===== src/rtl/exu_issue_ctrl.sv =====
// exu_issue_ctrl: sequences one decoded op at a time into the execution unit.
// It latches the operand bundle from decode, fires a one-cycle start pulse,
// waits for the EXU finish strobe, selects the class result and holds it for
// writeback. Flush and a wait watchdog recover from killed or hung ops.
//
// Ports
//   clk, rst                 clock (rising edge), async active-low reset
//   in_valid/in_ready        decode handshake (ready only in IDLE)
//   in_aluop..in_wen         decoded op bundle
//   exu_valid, exu_*         start pulse and latched operands to the EXU
//   exu_finish, *_out        EXU result strobe and result buses
//   redirect_valid_out       EXU branch-taken flag
//   flush                    kill the in-flight op
//   out_valid/out_ready      writeback handshake
//   out_data/out_rd/out_wen/out_redirect   writeback payload
//   busy, timeout_err        status (timeout_err is sticky until reset)
//
// state | meaning
// IDLE  | ready for a new op
// ISSUE | start pulse to the EXU this cycle
// WAIT  | waiting for exu_finish, watchdog running
// DONE  | result held for writeback
// DRAIN | op killed, swallowing the EXU finish, watchdog running
module exu_issue_ctrl #(
  parameter int ALUOP_W = 5,
  parameter int BRSEL_W = 3,
  parameter int TIMEOUT = 127
) (
  input  logic               clk,
  input  logic               rst,
  input  logic               in_valid,
  output logic               in_ready,
  input  logic [ALUOP_W-1:0] in_aluop,
  input  logic [BRSEL_W-1:0] in_brsel,
  input  logic [63:0]        in_a,
  input  logic [63:0]        in_b,
  input  logic [63:0]        in_rs1,
  input  logic [63:0]        in_rs2,
  input  logic [63:0]        in_pc,
  input  logic [63:0]        in_imm,
  input  logic [4:0]         in_rd,
  input  logic               in_wen,
  output logic               exu_valid,
  output logic [ALUOP_W-1:0] exu_aluop,
  output logic [BRSEL_W-1:0] exu_brsel,
  output logic [63:0]        exu_a,
  output logic [63:0]        exu_b,
  output logic [63:0]        exu_rs1,
  output logic [63:0]        exu_rs2,
  output logic [63:0]        exu_pc,
  output logic [63:0]        exu_imm,
  input  logic               exu_finish,
  input  logic [63:0]        alu_out,
  input  logic [63:0]        br_out,
  input  logic [63:0]        div_out,
  input  logic [63:0]        rem_out,
  input  logic [63:0]        mul_out,
  input  logic               redirect_valid_out,
  input  logic               flush,
  output logic               out_valid,
  input  logic               out_ready,
  output logic [63:0]        out_data,
  output logic [4:0]         out_rd,
  output logic               out_wen,
  output logic               out_redirect,
  output logic               busy,
  output logic               timeout_err
);

  typedef enum logic [2:0] {
    S_IDLE  = 3'd0,
    S_ISSUE = 3'd1,
    S_WAIT  = 3'd2,
    S_DONE  = 3'd3,
    S_DRAIN = 3'd4
  } state_t;

  localparam logic [7:0] TRIP = 8'(TIMEOUT - 1);

  state_t      state, state_nxt;
  logic [7:0]  wait_cnt;
  logic        wen_q;
  logic        is_div, is_mul, is_br;
  logic        wd_trip, accept, capture, wd_fire;
  logic [63:0] result;

  // Class decode from the latched opcode; div > mul > branch > ALU.
  assign is_div = (exu_aluop >= ALUOP_W'(17)) && (exu_aluop <= ALUOP_W'(24));
  assign is_mul = (exu_aluop == ALUOP_W'(15)) || (exu_aluop == ALUOP_W'(16));
  assign is_br  = (exu_brsel != '0) && !is_div && !is_mul;

  always_comb begin
    result = alu_out;
    if (is_div)      result = exu_aluop[0] ? div_out : rem_out;
    else if (is_mul) result = mul_out;
    else if (is_br)  result = br_out;
  end

  // Counter holds the number of completed wait cycles, so the TIMEOUT-th
  // wait cycle sees TIMEOUT-1. >= keeps a flush-late DRAIN from slipping past.
  assign wd_trip = (wait_cnt >= TRIP);
  assign accept  = (state == S_IDLE) && in_valid && !flush;
  assign capture = (state == S_WAIT) && exu_finish && !flush;
  assign wd_fire = wd_trip && !exu_finish &&
                   (((state == S_WAIT) && !flush) || (state == S_DRAIN));

  always_ff @(posedge clk or negedge rst) begin
    if (!rst) state <= S_IDLE;
    else      state <= state_nxt;
  end

  always_comb begin
    state_nxt = state;
    case (state)
      S_IDLE:  if (accept) state_nxt = S_ISSUE;
      S_ISSUE: state_nxt = flush ? S_DRAIN : S_WAIT;
      S_WAIT: begin
        if (flush && exu_finish) state_nxt = S_IDLE;
        else if (flush)          state_nxt = S_DRAIN;
        else if (exu_finish)     state_nxt = S_DONE;
        else if (wd_trip)        state_nxt = S_IDLE;
      end
      S_DONE:  if (flush || out_ready) state_nxt = S_IDLE;
      S_DRAIN: if (exu_finish || wd_trip) state_nxt = S_IDLE;
      default: state_nxt = S_IDLE;
    endcase
  end

  always_comb begin
    in_ready  = 1'b0;
    exu_valid = 1'b0;
    out_valid = 1'b0;
    busy      = 1'b1;
    case (state)
      S_IDLE:  begin in_ready = 1'b1; busy = 1'b0; end
      S_ISSUE: exu_valid = 1'b1;
      S_DONE:  out_valid = 1'b1;
      default: ;
    endcase
  end

  always_ff @(posedge clk or negedge rst) begin
    if (!rst) begin
      exu_aluop    <= '0;
      exu_brsel    <= '0;
      exu_a        <= '0;
      exu_b        <= '0;
      exu_rs1      <= '0;
      exu_rs2      <= '0;
      exu_pc       <= '0;
      exu_imm      <= '0;
      out_rd       <= '0;
      wen_q        <= 1'b0;
      out_data     <= '0;
      out_wen      <= 1'b0;
      out_redirect <= 1'b0;
      timeout_err  <= 1'b0;
      wait_cnt     <= '0;
    end else begin
      if (accept) begin
        exu_aluop <= in_aluop;
        exu_brsel <= in_brsel;
        exu_a     <= in_a;
        exu_b     <= in_b;
        exu_rs1   <= in_rs1;
        exu_rs2   <= in_rs2;
        exu_pc    <= in_pc;
        exu_imm   <= in_imm;
        out_rd    <= in_rd;
        wen_q     <= in_wen;
      end
      if (capture) begin
        out_data     <= result;
        out_wen      <= wen_q;
        out_redirect <= redirect_valid_out && is_br;
      end
      if (wd_fire) timeout_err <= 1'b1;
      if (state == S_ISSUE)
        wait_cnt <= '0;
      else if ((state == S_WAIT) || (state == S_DRAIN))
        wait_cnt <= wait_cnt + 8'd1;
    end
  end

endmodule


===== config.mk =====
export PLATFORM = sky130hd
export DESIGN_NAME = exu_issue_ctrl
export DESIGN_NICKNAME = d
export VERILOG_FILES = /design/src/rtl/exu_issue_ctrl.sv
export SDC_FILE = /design/constraint.sdc
export NUM_CORES = 1
export LEC_CHECK = 0
export ABC_AREA = 1
export CORE_AREA = 5 5 467 469
export CTS_CLUSTER_DIAMETER = 50
export DETAILED_ROUTE_END_ITERATION = 8
export DIE_AREA = 0 0 472 474
export HOLD_SLACK_MARGIN = 0.12
export SETUP_SLACK_MARGIN = 0.02
export SYNTH_ARGS = -nofsm -noshare
export SYNTH_HDL_FRONTEND = slang
export SYNTH_SLANG_ARGS = --single-unit

===== constraint.sdc =====
create_clock -name clk -period 2.6 [get_ports clk]
set_input_delay 0.39 -clock clk [delete_from_list [all_inputs] [get_ports clk]]
set_output_delay 0.39 -clock clk [all_outputs]
set_load 0.03 [all_outputs]

==> flow_summary.ini, run 1 <==
[sta]
timing.final.crit_share_pct = 95.5
worst_max_slew_pin_slew_ns = 0.809
setup-violations-final = 0
timing_max_transition_violations_final = 0
setup_total_negative_slack_ns = 0
postLayoutSetupSlackWorst_ns = 0.118
grt_setup_unrepaired = false
max_clock_freq_mhz = 403
final_hold_viols = 0
finalHoldWorstSlack_ns = 0.228
fin_worst_skew_ns = 0.0456
slew_headroom_pct = 46.1
layout_min_cycle_time_ns = 2.48

[clocking]
clock_tree_root_driver_cell = sky130_fd_sc_hd__clkbuf_16
numCtsBuffers = 85
htreeDepth = 3
cts_tree = built
postCtsSetupBuffers = 0
clock_insertion_delay_worst_skew_ns = 0.72
clock_sink_count = 476
clk_pin_slew_worst_paths_ns = 0.05
ctsLongestPathBuffers = 3

[grt]
grt_start_max_net_pins = 91
grt_pass1_wl_um = 238000
vias_in_the_first_global_route = 22400
grt_util_all_layers_pct = 16.3
antenna_found_initial = 250
grt-ovfl-total = 0

[final_layout]
multi_input_comb_area_um2 = 8380
final_cell_count_no_fill = 6358
n_fill_cell = 23600
num-nets-final = 4127
area_growth_pct = 83.7
post_route_cells_drive_above_1_share_pct = 7.32
post-route-util_pct = 19.0
seqCellArea_um2 = 11900
final_design_area_no_fill_um2 = 40600

[critical_path]
category_of_the_critical_setup_timing_path = reg2reg
crit_required_ns = 3.17
critical-path-max-stage-delay_ns = 0.50
critical_path_arrival_ns = 3.05
startpoint_type = flip-flop
worst_path_max_delay_cell = sky130_fd_sc_hd__dfrtp_4
path_cells = inv_2, nand3_1, nand3_4, buf_16, buf_12, nand3_1, nand3_1, nand2_1, nand2_1, nand2_1
critical_path_peak_fanout = 53
endpoint_kind = flip-flop

[floorplanning]
die_height_um = 474
floorplan.die.width_um = 472
design.die.area_um2 = 224000
io_pins = 1193
core_um2 = 214000
rows = 170
initial_utilization_pct = 10.3

[min_path]
tightest_hold_check_type = in2async

[detailed_routing]
detailedRoute.firstPassIterationCount = 6
detailedRoute.firstIterationViolations = 1477
drc_errors = 0
vias_per_cell = 3.48
routed_wirelength_um = 190000
post_drt_wl_per_cell_um = 29.8
ant_nets = 0
number_of_vias_after_detailed_routing = 22100

[synthesis]
synth_ff_type = sky130_fd_sc_hd__dfrtp_1
synthesis.yosys.warnings = 0
yosys.area.top_type = sky130_fd_sc_hd__dfrtp_1
cell_with_the_most_instances_after_synthesis = sky130_fd_sc_hd__nand2_1
synth_nets = 2923
post_synth_inst_count = 2196
netlist_top_cells_area = sky130_fd_sc_hd__dfrtp_1 (54%), sky130_fd_sc_hd__mux2_1 (18%), sky130_fd_sc_hd__nand2_1 (10%)
ys_types = 23
synth_top_cells_by_count = sky130_fd_sc_hd__nand2_1 (607), sky130_fd_sc_hd__dfrtp_1 (476), sky130_fd_sc_hd__mux2_1 (361)
post-synth-top-area-fraction_pct = 53.9
postSynthRegisterBits = 476
synth_seq_area_share_pct = 53.9
post_syn_area_um2 = 22100
syn_area_per_cell_um2 = 10.1
number_of_flops_mapped_to_enable_cells_by_yosys = 0
synth-async-reset-ratio_pct = 100

[pwr]
power.total_mw = 55.7
largest_vdd_supply_drop_v = 0.000623
cell_area_power_density_nw_per_um2 = 1370
power.leakage_nw = 17.9

[place]
placed_cells = 6149
final_weighted_congestion_in_routability_driven_placement = 0.971
place_hpwl_um = 164000
port_buffer_cells = 1192
detailed_place.area_um2 = 37500
detailedPlace.worstSlack_ns = 0.149

[outcome]
run_status = complete, no violations

[flow_run]
cap_violations = 0
critical path: cells and delay by family, from the launching register on:
kind	cells	cell delay (ns)
AND/OR/NAND/NOR	7	1.13
flip-flops	1	0.50
buffers and inverters	3	0.66
metal layers:
layer | up-vias | wire (µm) | track usage, %
li1 | 9514 | - | -
met1 | 10600 | 70800 | 18.5
met2 | 1449 | 81200 | 24.9
met3 | 423 | 31300 | 11.3
met4 | 144 | 5440 | 4.00
met5 | - | 916 | 0
worst paths after layout:
kind,depth (start not counted),slack [ns],to,startpoint
worst max-delay path,10,0.12,out_data[45],exu_aluop[0]
worst min-delay path,2,0.23,exu_imm[52],rst
worst max register to register,10,0.12,out_data[45],exu_aluop[0]
worst min register to register,2,0.46,out_wen,wen_q
max in group asynchronous,3,1.26,exu_rs1[42],rst
min in group clk,2,0.27,exu_rs1[24],in_rs1[24]
logic make-up (layout without fill, tap and decap cells):
family / count (synthesis) / after routing / share of synthesized area (%)
and+or+nand+nor: 833 / 833 / 15.4
DFF: 476 / 476 / 53.9
buffers and inverters: 406 / 1679 / 8.51
muxes: 395 / 395 / 20.1
AOI/OAI and AO/OA: 83 / 83 / 1.90
adders and majority gates: 2 / 2 / 0.113
xor gates and xnor gates: 1 / 1 / 0.0396
other: 0 / 51 / 0
repair_timing:
item,in CTS,in global routing
endpoints found under the setup margin,2,5
resized for setup,5,4
gates cloned,0,1
hold buffers,1,0
hold endpoints to repair,48,0
layout make-up:
type | instances | area share (%)
antenna | 51 | 0.314
sequential | 476 | 29.3
tap | 2838 | 8.75
clock buffer | 104 | 5.59
multi-input combinational | 1314 | 20.6
clock inverter | 52 | 1.68
inverter | 278 | 2.57
timing repair buffer | 1245 | 31.1
power by group:
group	switching (mW)	total (mW)	internal, mW
combinational	19.4	30.4	11.0
clock	4.62	11.7	7.06
sequential	2.44	13.6	11.1
state kept, by name, summed over array words and instances, names as in the netlist, 3 cells and up:
| name | cells |
|---|---|
| out_data | 64 |
| exu_b | 64 |
| exu_brsel | 3 |
| exu_a | 64 |
| exu_aluop | 5 |
| exu_rs1 | 64 |
| exu_imm | 64 |
| wait_cnt | 8 |
| state | 3 |
| exu_rs2 | 64 |
| out_rd | 5 |
| exu_pc | 64 |
layout by cell type (no fill, tap or decap), types with 2 or more instances in the layout:
master | Yosys | routed
sky130_fd_sc_hd__clkdlybuf4s50_1 | 0 | 1179
sky130_fd_sc_hd__nand2_1 | 607 | 601
sky130_fd_sc_hd__dfrtp_1 | 476 | 475
sky130_fd_sc_hd__mux2_1 | 361 | 361
sky130_fd_sc_hd__inv_1 | 277 | 275
sky130_fd_sc_hd__nand3_1 | 202 | 201
sky130_fd_sc_hd__clkbuf_16 | 0 | 86
sky130_fd_sc_hd__o21ai_0 | 71 | 71
sky130_fd_sc_hd__diode_2 | 0 | 51
sky130_fd_sc_hd__buf_4 | 0 | 35
sky130_fd_sc_hd__mux2_2 | 34 | 34
sky130_fd_sc_hd__buf_12 | 0 | 23
sky130_fd_sc_hd__inv_6 | 0 | 16
sky130_fd_sc_hd__nor2_1 | 15 | 15
sky130_fd_sc_hd__clkbuf_1 | 39 | 12
sky130_fd_sc_hd__clkinv_2 | 0 | 10
sky130_fd_sc_hd__a21oi_1 | 9 | 9
sky130_fd_sc_hd__bufinv_16 | 0 | 7
sky130_fd_sc_hd__clkbuf_8 | 0 | 7
sky130_fd_sc_hd__clkinv_4 | 0 | 7
sky130_fd_sc_hd__nor3_1 | 5 | 5
sky130_fd_sc_hd__nand2_4 | 0 | 5
sky130_fd_sc_hd__clkinv_16 | 0 | 5
sky130_fd_sc_hd__clkinvlp_4 | 0 | 5
sky130_fd_sc_hd__nand4_1 | 3 | 3
sky130_fd_sc_hd__inv_2 | 1 | 3
sky130_fd_sc_hd__nand3_4 | 1 | 2
sky130_fd_sc_hd__ha_1 | 2 | 2
sky130_fd_sc_hd__buf_8 | 0 | 2
Note: power is estimated with default switching activity, not from simulation.
==> run 2: changes to the inputs <==
--- a/config.mk
+++ b/config.mk
@@ -10,6 +10,7 @@
 export CTS_CLUSTER_DIAMETER = 50
 export DETAILED_ROUTE_END_ITERATION = 8
 export DIE_AREA = 0 0 472 474
+export GPL_TIMING_DRIVEN = 0
 export HOLD_SLACK_MARGIN = 0.12
 export SETUP_SLACK_MARGIN = 0.02
 export SYNTH_ARGS = -nofsm -noshare
==> run 2 against run 1 <==
Critical path depth unchanged; die area did not move; final area increased by 0.69%; clock skew barely moved; non-clock buffer count increased by 84; cell count is 1.0% higher; combinational power grew 3%.
==> flow_summary.ini, run 2 (same netlist as run 1, synthesis figures left out) <==
[outcome]
run_status = complete, no violations

[detailed_routing]
detailedRoute.firstPassIterationCount = 6
post_drt_wl_per_cell_um = 30.0
routed_wirelength_um = 192000
number_of_vias_after_detailed_routing = 22600
detailedRoute.firstIterationViolations = 1704
vias_per_cell = 3.52
drc_errors = 0
ant_nets = 0

[final_layout]
multi_input_comb_area_um2 = 8330
layout.cells.most_common = sky130_fd_sc_hd__clkdlybuf4s50_1
post-route-util_pct = 19.1
area_growth_pct = 85.0
post_route_cells_drive_above_1_share_pct = 8.20
n_fill_cell = 23600
seqCellArea_um2 = 11900
layout.cells.most_common_list = sky130_fd_sc_hd__clkdlybuf4s50_1 (1163), sky130_fd_sc_hd__nand2_1 (606), sky130_fd_sc_hd__dfrtp_1 (476), sky130_fd_sc_hd__mux2_1 (361), sky130_fd_sc_hd__inv_1 (276)
num-nets-final = 4208
final_design_area_no_fill_um2 = 40900

[floorplanning]
initial_utilization_pct = 10.3
rows = 170
io_pins = 1193
die_height_um = 474
design.die.area_um2 = 224000
core_um2 = 214000
floorplan.die.width_um = 472

[pwr]
power.total_mw = 56.8
power.leakage_nw = 18.1
largest_vdd_supply_drop_v = 0.000819
cell_area_power_density_nw_per_um2 = 1390

[critical_path]
timing.rr.end = out_data[54]
path_cells = inv_1, nand3_1, nand2_1, nand2_1, buf_2, buf_2, nand3_1, nand2_1, nand2_1, nand2_1
critical_path_arrival_ns = 3.18
rrSetupSlack_ns = 0.03
startpoint_type = flip-flop
crit_required_ns = 3.21
crit_family = simple AND/OR/NAND/NOR gates
cp.buffers_inverters = 3
worst_path_max_delay_cell = sky130_fd_sc_hd__dfrtp_1
r2r_start = exu_aluop[0]
worst-r2r-cell-count = 10
critical_path_peak_fanout = 10
endpoint_kind = flip-flop
critical-path-max-stage-delay_ns = 0.55
category_of_the_critical_setup_timing_path = reg2reg
critical_path.most_common_cell = sky130_fd_sc_hd__nand2_1

[clocking]
htreeDepth = 3
cts_tree = built
numCtsBuffers = 82
clk_pin_slew_worst_paths_ns = 0.05
clock_insertion_delay_worst_skew_ns = 0.72
postCtsSetupBuffers = 0
ctsLongestPathBuffers = 3
clock_sink_count = 476
clock_tree_root_driver_cell = sky130_fd_sc_hd__clkbuf_16

[sta]
timing.final.crit_share_pct = 98.7
setup-violations-final = 0
grt_setup_unrepaired = true
final_hold_viols = 0
layout_min_cycle_time_ns = 2.57
timing_max_transition_violations_final = 0
fin_worst_skew_ns = 0.0460
setup_total_negative_slack_ns = 0
slew_headroom_pct = 35.8
max_clock_freq_mhz = 390
worst_max_slew_pin_slew_ns = 0.963

[place]
port_buffer_cells = 1192
final_weighted_congestion_in_routability_driven_placement = 0.998
detailed_place.area_um2 = 37700
place_hpwl_um = 169000

[flow_run]
cap_violations = 0

[grt]
grt_util_all_layers_pct = 16.5
grt_start_max_net_pins = 109
grt_pass1_wl_um = 239000
antenna_found_initial = 211
grt-ovfl-total = 0
vias_in_the_first_global_route = 22500

[min_path]
capture_endpoint_of_the_worst_hold_path = exu_imm[0]
tightest_hold_check_type = in2reg
hold_wc_startpoint = in_imm[0]
hold_depth = 2
run 2: worst max-delay path by stage:
stage,to,startpoint,slack (ns),depth (start not counted)
after detailed placement,out_data[56],flush,-0.45,9
final,out_data[54],exu_aluop[0],0.03,10
after global placement,exu_imm[0],rst,-22.43,1
after floorplan,exu_aluop[1],state[1],0.73,7
after CTS,out_data[25],exu_brsel[1],0.02,9
after global routing,out_data[1],exu_aluop[1],-0.007,10
run 2: routing by layer:
metal | part of all wire [%] | vias to the layer above | track usage, % | routed length, µm
met5 | 0.42 | - | 0 | 805
met4 | 2.9 | 124 | 4.27 | 5650
met3 | 13 | 404 | 9.04 | 24800
met2 | 43 | 1442 | 25.5 | 83400
met1 | 40 | 11000 | 19.7 | 77800
li1 | - | 9662 | - | -
run 2: area by class of cell:
type,count,share of cell area [%]
diodes,37,0.226
plain buffers,127,2.11
clock buffers,99,5.45
clock inverters,52,1.81
inverters,278,2.55
multi-input cells,1314,20.4
flip-flops and latches,476,29.1
well taps,2838,8.69
repair buffers,1202,29.6
run 2: power by group:
group	switching (mW)	total [mW]	internal, mW
clock network	4.53	11.8	7.32
registers	2.39	13.5	11.1
logic	20.5	31.4	11.0
run 2: per-stage QoR:
stage	hold slack [ns]	worst slack (ns)	instances
2_1_floorplan	0.0944	0.732	2196
3_3_place_gp	0.465	-22.43	6226
4_1_cts	0.122	0.0218	6385
5_1_grt	0.193	-0.00736	6398
3_5_place_dp	0.345	-0.453	6231
6_report	0.267	0.0347	6423
run 2: repair_timing:
item | CTS | global route
gates cloned | 0 | 1
endpoints found under the setup margin | 78 | 130
hold buffers | 4 | 0
hold endpoints to repair | 141 | 0
gates resized for setup | 53 | 12
